### src/rtl/wb_scoreboard.sv
// wb_scoreboard: tracks in-flight register writes, stalls decode on RAW/WAW/capacity hazards, registers the writeback bus
module wb_scoreboard #(
    parameter int MAX_INFLIGHT = 4,
    localparam int CW = $clog2(MAX_INFLIGHT + 1)
) (
    input  logic          clk,
    input  logic          rst,
    input  logic          issue_valid,
    input  logic [4:0]    issue_rs1,
    input  logic [4:0]    issue_rs2,
    input  logic          issue_uses_rs1,
    input  logic          issue_uses_rs2,
    input  logic          issue_writes,
    input  logic [4:0]    issue_rd,
    output logic          issue_stall,
    input  logic          wb_valid,
    input  logic [4:0]    wb_rd,
    input  logic [31:0]   wb_value,
    output logic          rd_write_en,
    output logic [4:0]    rd_write_back,
    output logic [31:0]   rd_value,
    output logic [31:0]   busy_mask,
    output logic [CW-1:0] inflight_count,
    output logic          wb_error
);
    logic [31:0]   busy;
    logic [CW-1:0] count;
    logic          h1, h2, h3, h4, do_set, do_clr, bad_wb;
    logic [31:0]   set_mask, clr_mask;

    assign busy_mask      = busy;
    assign inflight_count = count;

    // Hazard detection from current state only; a writeback sampled this cycle does not bypass
    always_comb begin
        h1          = issue_uses_rs1 && issue_rs1 != 5'd0 && busy[issue_rs1];
        h2          = issue_uses_rs2 && issue_rs2 != 5'd0 && busy[issue_rs2];
        h3          = issue_writes && issue_rd != 5'd0 && busy[issue_rd];
        h4          = issue_writes && issue_rd != 5'd0 && count == CW'(MAX_INFLIGHT);
        issue_stall = issue_valid && (h1 || h2 || h3 || h4);
        do_set      = issue_valid && !issue_stall && issue_writes && issue_rd != 5'd0;
        do_clr      = wb_valid && wb_rd != 5'd0 && busy[wb_rd];
        bad_wb      = wb_valid && wb_rd != 5'd0 && !busy[wb_rd];
        set_mask    = do_set ? (32'd1 << issue_rd) : 32'd0;
        clr_mask    = do_clr ? (32'd1 << wb_rd) : 32'd0;
    end

    // Busy mask, in-flight count and sticky error; set and clear never hit the same register
    always_ff @(posedge clk or posedge rst) begin
        if (rst) begin
            busy     <= 32'd0;
            count    <= '0;
            wb_error <= 1'b0;
        end else begin
            busy     <= (busy | set_mask) & ~clr_mask & 32'hFFFF_FFFE;
            count    <= (do_set && !do_clr) ? count + CW'(1) :
                        (do_clr && !do_set) ? count - CW'(1) : count;
            wb_error <= wb_error | bad_wb;
        end
    end

    // Writeback bus is zeroed when idle or targeting x0 so enable-less forwarding of x0 yields 0
    always_ff @(posedge clk or posedge rst) begin
        if (rst) begin
            rd_write_en   <= 1'b0;
            rd_write_back <= 5'd0;
            rd_value      <= 32'd0;
        end else begin
            rd_write_en   <= wb_valid;
            rd_write_back <= wb_valid ? wb_rd : 5'd0;
            rd_value      <= (wb_valid && wb_rd != 5'd0) ? wb_value : 32'd0;
        end
    end
endmodule

### config.mk
export PLATFORM = sky130hd
export DESIGN_NAME = wb_scoreboard
export DESIGN_NICKNAME = d
export VERILOG_FILES = /design/src/rtl/wb_scoreboard.sv
export SDC_FILE = /design/constraint.sdc
export NUM_CORES = 1
export LEC_CHECK = 0
export BUFFER_PORTS_ARGS = -buffer_cell sky130_fd_sc_hd__buf_2
export CORE_UTILIZATION = 30
export CTS_CLUSTER_DIAMETER = 40
export DETAILED_ROUTE_END_ITERATION = 10
export PLACE_DENSITY = 0.58
export SLEW_MARGIN = 20
export SYNTH_ARGS = -nofsm -noshare
export SYNTH_HDL_FRONTEND = slang
export SYNTH_SLANG_ARGS = --single-unit
### constraint.sdc
create_clock -name clk -period 5.75 [get_ports clk]
set_input_delay 0.2875 -clock clk [delete_from_list [all_inputs] [get_ports clk]]
set_output_delay 0.2875 -clock clk [all_outputs]
set_load 0.01 [all_outputs]
; After elaboration in Yosys (flattened, before gate mapping)
; Cells that the tools add are included.
[op_classes]
bitwise = 4
reduce_logical = 28
muxes = 14
n_addsub = 2
shift = 2
eq_ne = 1
n_lt_le_gt_ge = 4
[ops]
columns = cell, n
row1 = two-way mux 32 bit, 3
row2 = "left shift 1 x 5 -> 32 bit, first input constant", 2
row3 = bitwise AND 32 bit, 1
row4 = inverter 32 bit, 1
row5 = bitwise OR 32 bit, 1
row6 = "less-than comparator 5 x 6 -> 1 bit, second input constant", 4
row7 = binary-select mux 1 bit (select 5 bit), 4
row8 = nonzero test 5 bit, 4
row9 = logical AND 1 bit, 16
row10 = two-way mux 3 bit, 2
row11 = two-way mux 5 bit, 1
row12 = logical NOT 1 bit, 4
row13 = two-way mux 1 bit, 4
row14 = "adder 3 x 1 -> 3 bit, second input constant", 1
row15 = "== test 3 bit, second input constant", 1
row16 = logical OR 1 bit, 3
row17 = "subtractor 3 x 1 -> 3 bit, second input constant", 1
row18 = nonzero test 2 bit, 1
row19 = bitwise OR 1 bit, 1
[totals]
wordCells = 61
in_bits = 59
output_inout_bits = 75
register_bits = 73

; Longest topological paths before layout
; Gate-level depths: netlist of the first run.
[logic_depth]
depth_word = 15
depth_mapped = 15
ltp_nobuf = 12

; Least setup slack after synthesis of the first run
; No wires, ideal clock.
[synth_path]
path_kind = in2reg
start = in issue_rd[0]
end = reg count[2] (netlist: inflight_count[2])
t_arrival_ps = 2962
required_time_ps = 5671
cell_stages = 14
path_buffers = 2
setup_slack_ps = 2709
cell_sequence = buf_2 -> mux4_2 -> nand3b_1 -> a41oi_2 -> nor4_4 -> o211ai_4 -> buf_6 -> inv_1 -> ha_1 -> inv_1 -> fa_1 -> xor2_1 -> nor2_1 -> xor2_1
[synth_between]
elab_chain_len = 13
[synth_lines]
columns = item, line
row1 = "start, declared", 14  ; input logic [4:0] issue_rd,
row2 = binary-select mux 1 bit (select 5 bit) or nonzero test 5 bit (tied branches), "38, 39, 41"
row3 = two-way mux 1 bit (not written as such) or logical AND 1 bit (tied branches), "38, 39"
row4 = logical AND 1 bit, 38  ; h3 = issue_writes && issue_rd != 5'd0 && busy[issue_rd];
row5 = logical OR 1 bit (2 in series), 40  ; issue_stall = issue_valid && (h1 || h2 || h3 || h4);
row6 = logical AND 1 bit, 40
row7 = logical NOT 1 bit, 41  ; do_set = issue_valid && !issue_stall && issue_writes && issue_rd != 5'd0;
row8 = logical AND 1 bit (2 in series), 41
row9 = logical AND 1 bit *, 41
row10 = logical NOT 1 bit, 57  ; (do_clr && !do_set) ? count - CW'(1) : count;
row11 = logical AND 1 bit, 57
row12 = nonzero test 2 bit (no line), --
row13 = "end signal, assigned", 56  ; count <= (do_set && !do_clr) ? count + CW'(1) :
row14 = "end, declared", 27  ; logic [CW-1:0] count;
; Mark *: on every way between the ends. The rest lies on a longest branch, timed or not. The select of a mux whose other input is x is not followed.
; A chain may end at the register's enable or synchronous reset.

; Worst setup path after layout of the first run
[layout_path]
start = reg busy[14] (netlist: busy_mask[14])
end = reg count[2] (netlist: inflight_count[2])
[layout_between]
elab_chain_len = 14
[layout_lines]
columns = item, line
row1 = "start, declared", 26  ; logic [31:0] busy;
row2 = "start signal, assigned", 55  ; busy <= (busy | set_mask) & ~clr_mask & 32'hFFFF_FFFE;
row3 = "binary-select mux 1 bit (select 5 bit), on equally long branches", "36, 37"
row4 = "two-way mux 1 bit, on equally long branches", "36, 37"
row5 = "logical AND 1 bit, on equally long branches", "36, 37"
row6 = logical OR 1 bit (3 in series), 40
row7 = logical AND 1 bit, 40
row8 = logical NOT 1 bit, 41
row9 = logical AND 1 bit (3 in series), 41
row10 = logical NOT 1 bit, 57
row11 = logical AND 1 bit, 57
row12 = nonzero test 2 bit (no line), --
; Parallel ways exist; a longest one is shown, timed or not. The select of a mux whose other input is x is not followed.

==> metrics.csv, run 1 <==
metric,value,unit
peakVddDrop,0.144,mV
ys_seq_elements,73,
yosysTopAreaCellShare,42.0,%
synth_xor_area_share,0.604,%
hold_path.class,input pin to flop,
synth_area_leader_cell,dfrtp_1,
grt_pass1_vias,4057,
synth-adder-area-share,0.748,%
cts_resized,0,
ys.flop_type,dfrtp_1,
postRouteAntennaNets,0,
cts.path.max_buffers,2,
hold_buffers,0,
tightest_slew,0.932,ns
power,1.77,mW
place_congestion,0.894,
drive_gt1_share,37.2,%
setup_ws,2.41,ns
rows,43,
drt-met1-wl,5280,um
met3WireLength,1570,um
synth.avg_cell_area,10.8,um^2
post-cts-setup-buffers,0,
grt_pass1_wl,21800,um
period_minus_slack,3.34,ns
yosysSeqAreaShare,42.0,%
root_buffer,clkbuf_16,
holdPathEnd,rd_write_en,
io_pins,134,
synth_edf_count,0,
die_area,15000,um^2
cp.arrival,3.59,ns
postPlaceCellArea,5090,um^2
ff2ff_setup_slack,2.41,ns
insertion_delay,0.33,ns
synthMuxAreaShare,17.8,%
drc,0,
post-place-ws,2.21,ns
portBuffers,132,
grt_setup_unrepaired,false,
via_count,3982,
vias_per_cell,5.70,
synth_compound_area_share,15.8,%
first_pass_iters,4,
cts-buffers-inserted,9,
power_density,327,nW/um^2
place_inst,684,
area_growth,24.3,%
path_max_fanout,28,
fin_hold_ws,0.150,ns
rr_worst_depth,12,
final_area,5410,um^2
criticalPathCategory,flop to flop,
synth_nets,463,
ys_top_cells_by_count,"dfrtp_1 (73), and2_1 (37), mux4_2 (27)",
routedWlPerCell,20.3,um
route.met2.wl,6610,um
track_usage,19.6,%
final_hold_viol_count,0,
cts_tree,yes,
grt_max_degree,74,
drv_cap,0,
core,14000,um^2
clk_pin_slew,0.06,ns
min_period_over_period,58.0,%
utilization,38.5,%
yosysUniqueCellTypes,54,
timing.fmax,300,MHz
netlist_area,4350,um^2
final_cells,699,
synthSimpleGateAreaFrac,17.9,%
h-tree-depth,3,
ys_warn_count,0,
run_status,finished clean,
required,6.00,ns
syn_inst,402,
synth-async-reset-ratio,100,%
synthTopCellsByArea,"dfrtp_1 (42%), mux4_2 (14%), and2_1 (5.3%), o41ai_1 (3.0%), mux2i_1 (2.3%)",
drt_wl_total,14200,um
start_util,31.0,%
synth.most_common_cell,dfrtp_1,
tns,0,ns
diodes,0,
drt_iter0_drc,261,
r2r_start,busy_mask[14],
synth_top_family_by_area,simple AND/OR/NAND/NOR gates,
die_x,122,um
nFillCells,1377,
endpoint_kind,flop,
r2r-end,inflight_count[2],
start_kind,flop,
grt.overflow.total,0,
final_nets,576,
top_layer,met4,
setup_viol,0,
die_h,122,um
hold_depth,1,
fin_skew,0.00722,ns
slew_headroom,37.9,%
p_leak,2.40,nW
antenna_found_initial,0,
clock_sinks,73,
hpwl,9950,um
hold_start,wb_valid,
finalMaxSlewViolations,0,
## cells in the final DEF, fill, tap and decap left out, drive strengths merged, types with 3 or more instances in the layout
cell type and instances:
a21oi 6, and2 37, buf 135, clkbuf 10
dfrtp 73, inv 13, mux2 6, mux2i 10
mux4 27, nand2 24, nand2b 9, nand3 9
nand3b 5, nand4 6, nor2 15, nor2b 8
nor3 7, nor4 8, o2111ai 3, o211ai 3
o21ai 38, o22ai 4, o31ai 10, o41ai 16
or3 7
## report_power, final
part / switching (mW) / leakage (nW) / internal [mW]
Sequential: 0.138 / 0.946 / 0.583
Combinational: 0.236 / 1.31 / 0.217
Clock: 0.206 / 0.151 / 0.388
## worst max-delay path, stage by stage, from the launching register on
cell	delay, ns
dfrtp_1	0.50
mux4_2	0.50
mux2i_1	0.14
nor2b_1	0.07
o31ai_2	0.46
o211ai_4	0.39
inv_1	0.14
ha_1	0.19
inv_1	0.06
fa_1	0.38
xor2_1	0.15
nor2_1	0.11
xor2_1	0.15
## cell type report
class	count	area, um^2	share of cell area [%]
clock buffers	10	239	4.42
clock inverters	5	80.1	1.48
inverters	13	48.8	0.902
multi-input cells	283	2300	42.6
flip-flops and latches	73	1830	33.8
well taps	180	225	4.16
repair buffers	135	683	12.6
## per-layer routing
layer,vias to the layer above,track usage [%]
li1,1732,-
met1,1910,23.5
met2,274,31.5
met3,66,5.25
met4,0,11.6
met5,-,0
## cell families (layout without fill, tap and decap cells)
logic type               Yosys count  after routing
AND/OR/NAND/NOR                  139            139
AO/OA/AOI/OAI                     95             95
flip-flops                        73             73
buffers and inverters             46            163
multiplexers                      43             43
XOR/XNOR                           3              3
adder cells (fa/ha/maj)            2              2
other                              1              1
## sequential cells by signal (all words and copies together), names as in the netlist
name	flops
wb_error	1
busy_mask	31
rd_value	32
rd_write_back	5
rd_write_en	1
inflight_count	3
## how the worst max path moves through the flow
stage / start / end / slack [ns] / depth (start not counted)
floorplan: issue_rd[0] / inflight_count[2] / 2.71 / 14
global placement: issue_rd[0] / inflight_count[2] / 2.34 / 13
detailed placement: issue_rd[1] / inflight_count[2] / 2.21 / 13
CTS: busy_mask[4] / inflight_count[2] / 2.41 / 12
global route: busy_mask[5] / inflight_count[2] / 2.16 / 12
finish: busy_mask[14] / inflight_count[2] / 2.41 / 12
No activity file was read; power rests on OpenSTA's default activity.
==> inputs of run 2 (changes only) <==
==> constraint.sdc (replaced) <==
create_clock -name clk -period 3.2 [get_ports clk]
set_input_delay 0.16 -clock clk [delete_from_list [all_inputs] [get_ports clk]]
set_output_delay 0.16 -clock clk [all_outputs]
set_load 0.01 [all_outputs]
==> run 2 against run 1 <==
The run now ends with hold timing left. Die area stayed put. Flip-flop and latch count stayed put. Maximum frequency is 11% higher. Routed wire length is 0.35% lower. Setup slack worse by 2.2 ns.
==> metrics.csv, run 2 (synthesis results as in run 1) <==
metric,value,unit
finalMaxSlewViolations,0,
final_nets,592,
drt_iter0_drc,261,
grt_max_degree,52,
grt_pass1_vias,3812,
die_x,122,um
drv_cap,0,
largest_register_ffs,32,
top_usage_layer,met2,
io_pins,134,
rows,43,
required,3.46,ns
grt_pass1_wl,21700,um
track_usage,19.5,%
peakVddDrop,0.209,mV
postRouteAntennaNets,0,
start_util,31.0,%
power_density,576,nW/um^2
first_pass_iters,5,
timing.fmax,332,MHz
path_cells,mux4_2 > mux2i_1 > nor2b_1 > o31ai_2 > buf_4 > o211ai_4 > inv_1 > ha_1 > inv_1 > fa_1 > xor2_1 > nor2_1 > xor2_1,
cts.path.max_buffers,2,
h-tree-depth,3,
hpwl,10400,um
min_period_over_period,94.0,%
cp_slowest_cell,mux4_2,
fin_hold_ws,-0.0238,ns
portBuffers,132,
clock_sinks,73,
post-cts-setup-buffers,0,
hold_buffers,0,
die_area,15000,um^2
area_growth,27.0,%
die_h,122,um
layout_commonest_cell,buf_2,
tns,0,ns
path_max_fanout,6,
endpoint_kind,flop,
final_hold_viol_count,38,
vias_per_cell,5.56,
cts_tree,yes,
cts_resized,0,
place_inst,700,
via_count,3978,
drive_gt1_share,39.4,%
final_cell_mix,"buf_2 (132), dfrtp_1 (72), and2_1 (37)",
final_cells,716,
antenna_found_initial,0,
place_congestion,0.897,
diodes,0,
cp.arrival,3.27,ns
grt_util_met2,31.7,%
tightest_slew,0.892,ns
cts-buffers-inserted,9,
root_buffer,clkbuf_16,
nFillCells,1380,
core,14000,um^2
max_stage_delay,0.49,ns
hold_path.class,input pin to asynchronous set/reset pin,
met3_usage,3.86,%
grt_setup_unrepaired,false,
start_kind,flop,
insertion_delay,0.34,ns
grt.overflow.total,0,
run_status,"finished, violations left",
violations,hold timing,
period_minus_slack,3.01,ns
drc,0,
setup_viol,0,
clk_pin_slew,0.06,ns
drt_wl_total,14100,um
routedWlPerCell,19.7,um
criticalPathCategory,flop to flop,
use_met1,24.7,%
p_leak,2.49,nW
regMostFlops,rd_value,
fin_skew,0.0106,ns
slew_headroom,40.6,%
-- run 2: cell count changes in the layout (fill, tap and decap cells not counted), sizes merged --
cell / before / now
clkinv: 1 / 3
bufinv: 2 / 1
inv: 13 / 14
clkbuf: 10 / 11
buf: 135 / 151
clkinvlp: 2 / 0
-- run 2: layout make-up --
cell class | instances | area, um^2 | share of cell area [%]
Inverter | 13 | 50.0 | 0.906
Timing Repair Buffer | 151 | 803 | 14.5
Clock inverter | 5 | 61.3 | 1.11
Clock buffer | 11 | 253 | 4.57
Multi-Input combinational cell | 283 | 2300 | 41.7
Sequential cell | 73 | 1830 | 33.1
Tap cell | 180 | 225 | 4.08
-- run 2: report_power, final --
part	internal [mW]	switching, mW	total, mW
clock network	0.652	0.408	1.06
logic	0.423	0.461	0.884
registers	1.05	0.192	1.24
total	2.12	1.06	3.18
-- run 2: worst paths after layout --
kind / start / to / slack [ns] / cells past startpoint
max reg2reg: busy_mask[11] / inflight_count[2] / 0.19 / 13
max in group asynchronous: rst / busy_mask[27] / 2.52 / 3
min reg2reg: inflight_count[2] / inflight_count[2] / 0.49 / 1
min in group clk: wb_value[14] / rd_value[14] / 0.02 / 2
min: rst / rd_value[28] / -0.02 / 2
max: busy_mask[11] / inflight_count[2] / 0.19 / 13
-- run 2: through the flow --
stage	util [%]	cell area, um^2	power (mW)	setup slack, ns
after detailed placement	37.1	5210	2.14	0.113
after global placement	37.1	5210	2.12	0.213
after floorplan	-	4350	1.73	0.257
after global routing	39.3	5530	3.34	0.000963
after CTS	39.3	5520	3.21	0.152
final	39.3	5530	3.18	0.190
-- run 2: worst max-delay path: cells and delay by family (launching register included) --
family	cells	cell delay [ns]
flip-flops	1	0.46
multiplexers	2	0.76
XOR/XNOR	2	0.31
AO/OA/AOI/OAI	2	0.30
adder cells (fa/ha/maj)	2	0.56
buffers and inverters	3	0.30
AND/OR/NAND/NOR	2	0.23
-- run 2: routing by layer --
layer	vias up	wire [um]
met2	243	6830
li1	1773	-
met3	26	1310
met1	1936	5600
met5	-	0
met4	0	373
==> inputs of run 3 (changes only) <==
--- a/config.mk
+++ b/config.mk
@@ -5,11 +5,13 @@
 export SDC_FILE = /design/constraint.sdc
 export NUM_CORES = 1
 export LEC_CHECK = 0
+export ABC_AREA = 1
 export BUFFER_PORTS_ARGS = -buffer_cell sky130_fd_sc_hd__buf_2
+export CORE_MARGIN = 2
 export CORE_UTILIZATION = 30
 export CTS_CLUSTER_DIAMETER = 40
 export DETAILED_ROUTE_END_ITERATION = 10
-export PLACE_DENSITY = 0.58
+export PLACE_DENSITY = 0.57
 export SLEW_MARGIN = 20
 export SYNTH_ARGS = -nofsm -noshare
 export SYNTH_HDL_FRONTEND = slang
==> run 3 against run 2 <==
Largest cell class unchanged. Highest routed layer unchanged. Core utilization decreased by 0.87 points. Register-to-register slack better by 0.26 ns. Sequential share of layout area is 2.0 points lower. Clock power is 13% higher. Final area increased by 6.2%. Final cell count rose by 45%. Total power up 8.7%. Clock skew rose by 0.00059 ns. The run still ends with hold timing left. First-iteration DRC count rose by 46%.
==> metrics.csv, run 3 <==
metric,value,unit
post-cts-setup-buffers,0,
peakVddDrop,0.281,mV
run_status,"finished, violations left",
hpwl,12500,um
synthTopCellsByArea,"dfrtp_1 (39%), nand2_1 (14%), nor2_1 (9.2%), inv_1 (7.5%), nand3_1 (7.0%)",
cp.arrival,2.97,ns
critical_path_buf_inv_count,2,
criticalPathCategory,flop to flop,
h-tree-depth,3,
fin_skew,0.0112,ns
drt_iter0_drc,382,
p_leak,3.08,nW
antenna_found_initial,0,
min_period_over_period,85.8,%
synth-async-reset-ratio,100,%
routedWlPerCell,16.3,um
switchingPower,1.28,mW
max_stage_delay,0.46,ns
nFillCells,1646,
top_layer,met4,
post-place-ws,0.345,ns
tns,0,ns
synth_edf_count,0,
start_util,30.9,%
track_usage,20.4,%
layout_commonest_cell,nand2_1,
first_pass_iters,6,
diodes,0,
netlist_area,4720,um^2
cp_slowest_cell,dfrtp_1,
p_seq_share,37.4,%
die_x,129,um
final_cell_mix,"nand2_1 (176), buf_2 (132), nor2_1 (114)",
final_hold_viol_count,7,
area_growth,24.5,%
synth_nets,769,
power_density,589,nW/um^2
drc,0,
cts-buffers-inserted,9,
cts_resized,0,
path_delay_family,simple AND/OR/NAND/NOR gates,
path_max_fanout,4,
grt_setup_unrepaired,false,
via_count,5216,
p_int,2.18,mW
drt_wl_total,17000,um
grt_pass1_vias,4815,
synth.avg_cell_area,6.66,um^2
clk_pin_slew,0.07,ns
rows,45,
required,3.43,ns
synth_area_leader_cell,dfrtp_1,
hold_path.class,input pin to asynchronous set/reset pin,
period_minus_slack,2.75,ns
insertion_delay,0.34,ns
clock_sinks,73,
drive_gt1_share,21.8,%
synth.most_common_cell,nand2_1,
drt-met1-wl,7350,um
yosysTopAreaCellShare,38.7,%
grt_max_degree,55,
die_area,16700,um^2
comb_power_share,27.8,%
grt_pass1_wl,26200,um
cpMostUsedCell,nand3_1,
die_h,129,um
setup_ws,0.455,ns
yosysUniqueCellTypes,34,
finalMaxSlewViolations,0,
ys.flop_type,dfrtp_1,
ys_seq_elements,73,
cts_tree,yes,
endpoint_kind,flop,
fin_hold_ws,-0.00550,ns
tightest_slew,0.921,ns
ys_top_cells_by_count,"nand2_1 (176), nor2_1 (115), inv_1 (94)",
final_nets,886,
syn_inst,708,
start_kind,flop,
drv_cap,0,
root_buffer,clkbuf_16,
vias_per_cell,5.01,
hold_buffers,0,
met3WireLength,1760,um
pwr-share-clk,34.8,%
yosysSeqAreaShare,38.7,%
violations,hold timing,
swShare,36.9,%
postRouteAntennaNets,0,
grt.overflow.total,0,
core,15300,um^2
io_pins,134,
ys_warn_count,0,
regMostFlops,rd_value,
largest_register_ffs,32,
place_congestion,0.951,
route.met2.wl,7360,um
portBuffers,132,
slew_headroom,38.5,%
timing.fmax,364,MHz
setup_viol,0,
cts.path.max_buffers,2,
path_cells,inv_1 > a21oi_1 > o21ai_0 > nand3_1 > nand3_1 > nand2_1 > nand3_1 > nand2_1 > nor4_1 > ha_1 > inv_1 > fa_1 > a21oi_1 > o21ai_0 > xnor2_1,
run 3: changes by cell type after synthesis, moves of 9 or more:
cell      delta
o31ai_1      -9
nand2b_1     -9
o41ai_1     -15
buf_4       +11
o21ai_1     -19
mux2i_1     -10
nand2_1    +152
and2_1      -37
mux4_2      -27
nand4_1     +28
nor2_1     +100
inv_1       +81
a21oi_1     +34
nand3_1     +57
run 3: cells by family after synthesis:
family,after synthesis,synth area share [%]
buffers and inverters,143,13.1
AOI/OAI and AO/OA,81,10.0
DFF,73,38.7
adders and majority gates,2,0.690
and+or+nand+nor,405,36.8
other,1,0.0795
xor gates and xnor gates,2,0.371
muxes,1,0.239
run 3: through the flow:
stage	cell area (um^2)	utilization, %	power [mW]	instances
3_3_place_gp	5520	36.2	2.27	1025
4_1_cts	5870	38.5	3.46	1041
5_1_grt	5870	38.5	3.64	1041
6_report	5870	38.5	3.46	1041
2_1_floorplan	4720	-	1.80	708
3_5_place_dp	5520	36.2	2.26	1025
run 3: layer usage:
metal / vias up / GRT usage (%)
li1: 2485 / -
met1: 2384 / 27.9
met2: 313 / 31.6
met3: 34 / 4.58
met4: 0 / 7.61
met5: - / 0
run 3: layout make-up:
class | instances | area [um^2] | share of cell area (%)
repair buffers | 146 | 766 | 13.0
flip-flops and latches | 73 | 1830 | 31.1
inverters | 103 | 388 | 6.61
well taps | 211 | 264 | 4.50
multi-input cells | 492 | 2280 | 38.8
clock buffers | 9 | 225 | 3.84
clock inverters | 7 | 125 | 2.13
run 3: power by group through the flow:
| stage | sequential (mW) | combinational, mW | clock (mW) |
|---|---|---|---|
| floorplan | 1.29 | 0.517 | 0 |
| global placement | 1.31 | 0.954 | 0 |
| detailed placement | 1.30 | 0.955 | 0 |
| CTS | 1.29 | 0.960 | 1.22 |
| global route | 1.31 | 1.06 | 1.26 |
| finish | 1.30 | 0.961 | 1.20 |
run 3: final timing paths:
check	start	to	slack (ns)	cells after the start
max	busy_mask[10]	inflight_count[2]	0.45	15
min	rst	busy_mask[16]	-0.005	2
max reg2reg	busy_mask[10]	inflight_count[2]	0.45	15
min reg2reg	wb_error	wb_error	0.47	1
max in group asynchronous	rst	busy_mask[25]	2.39	3
min in group clk	wb_value[10]	rd_value[10]	0.02	3
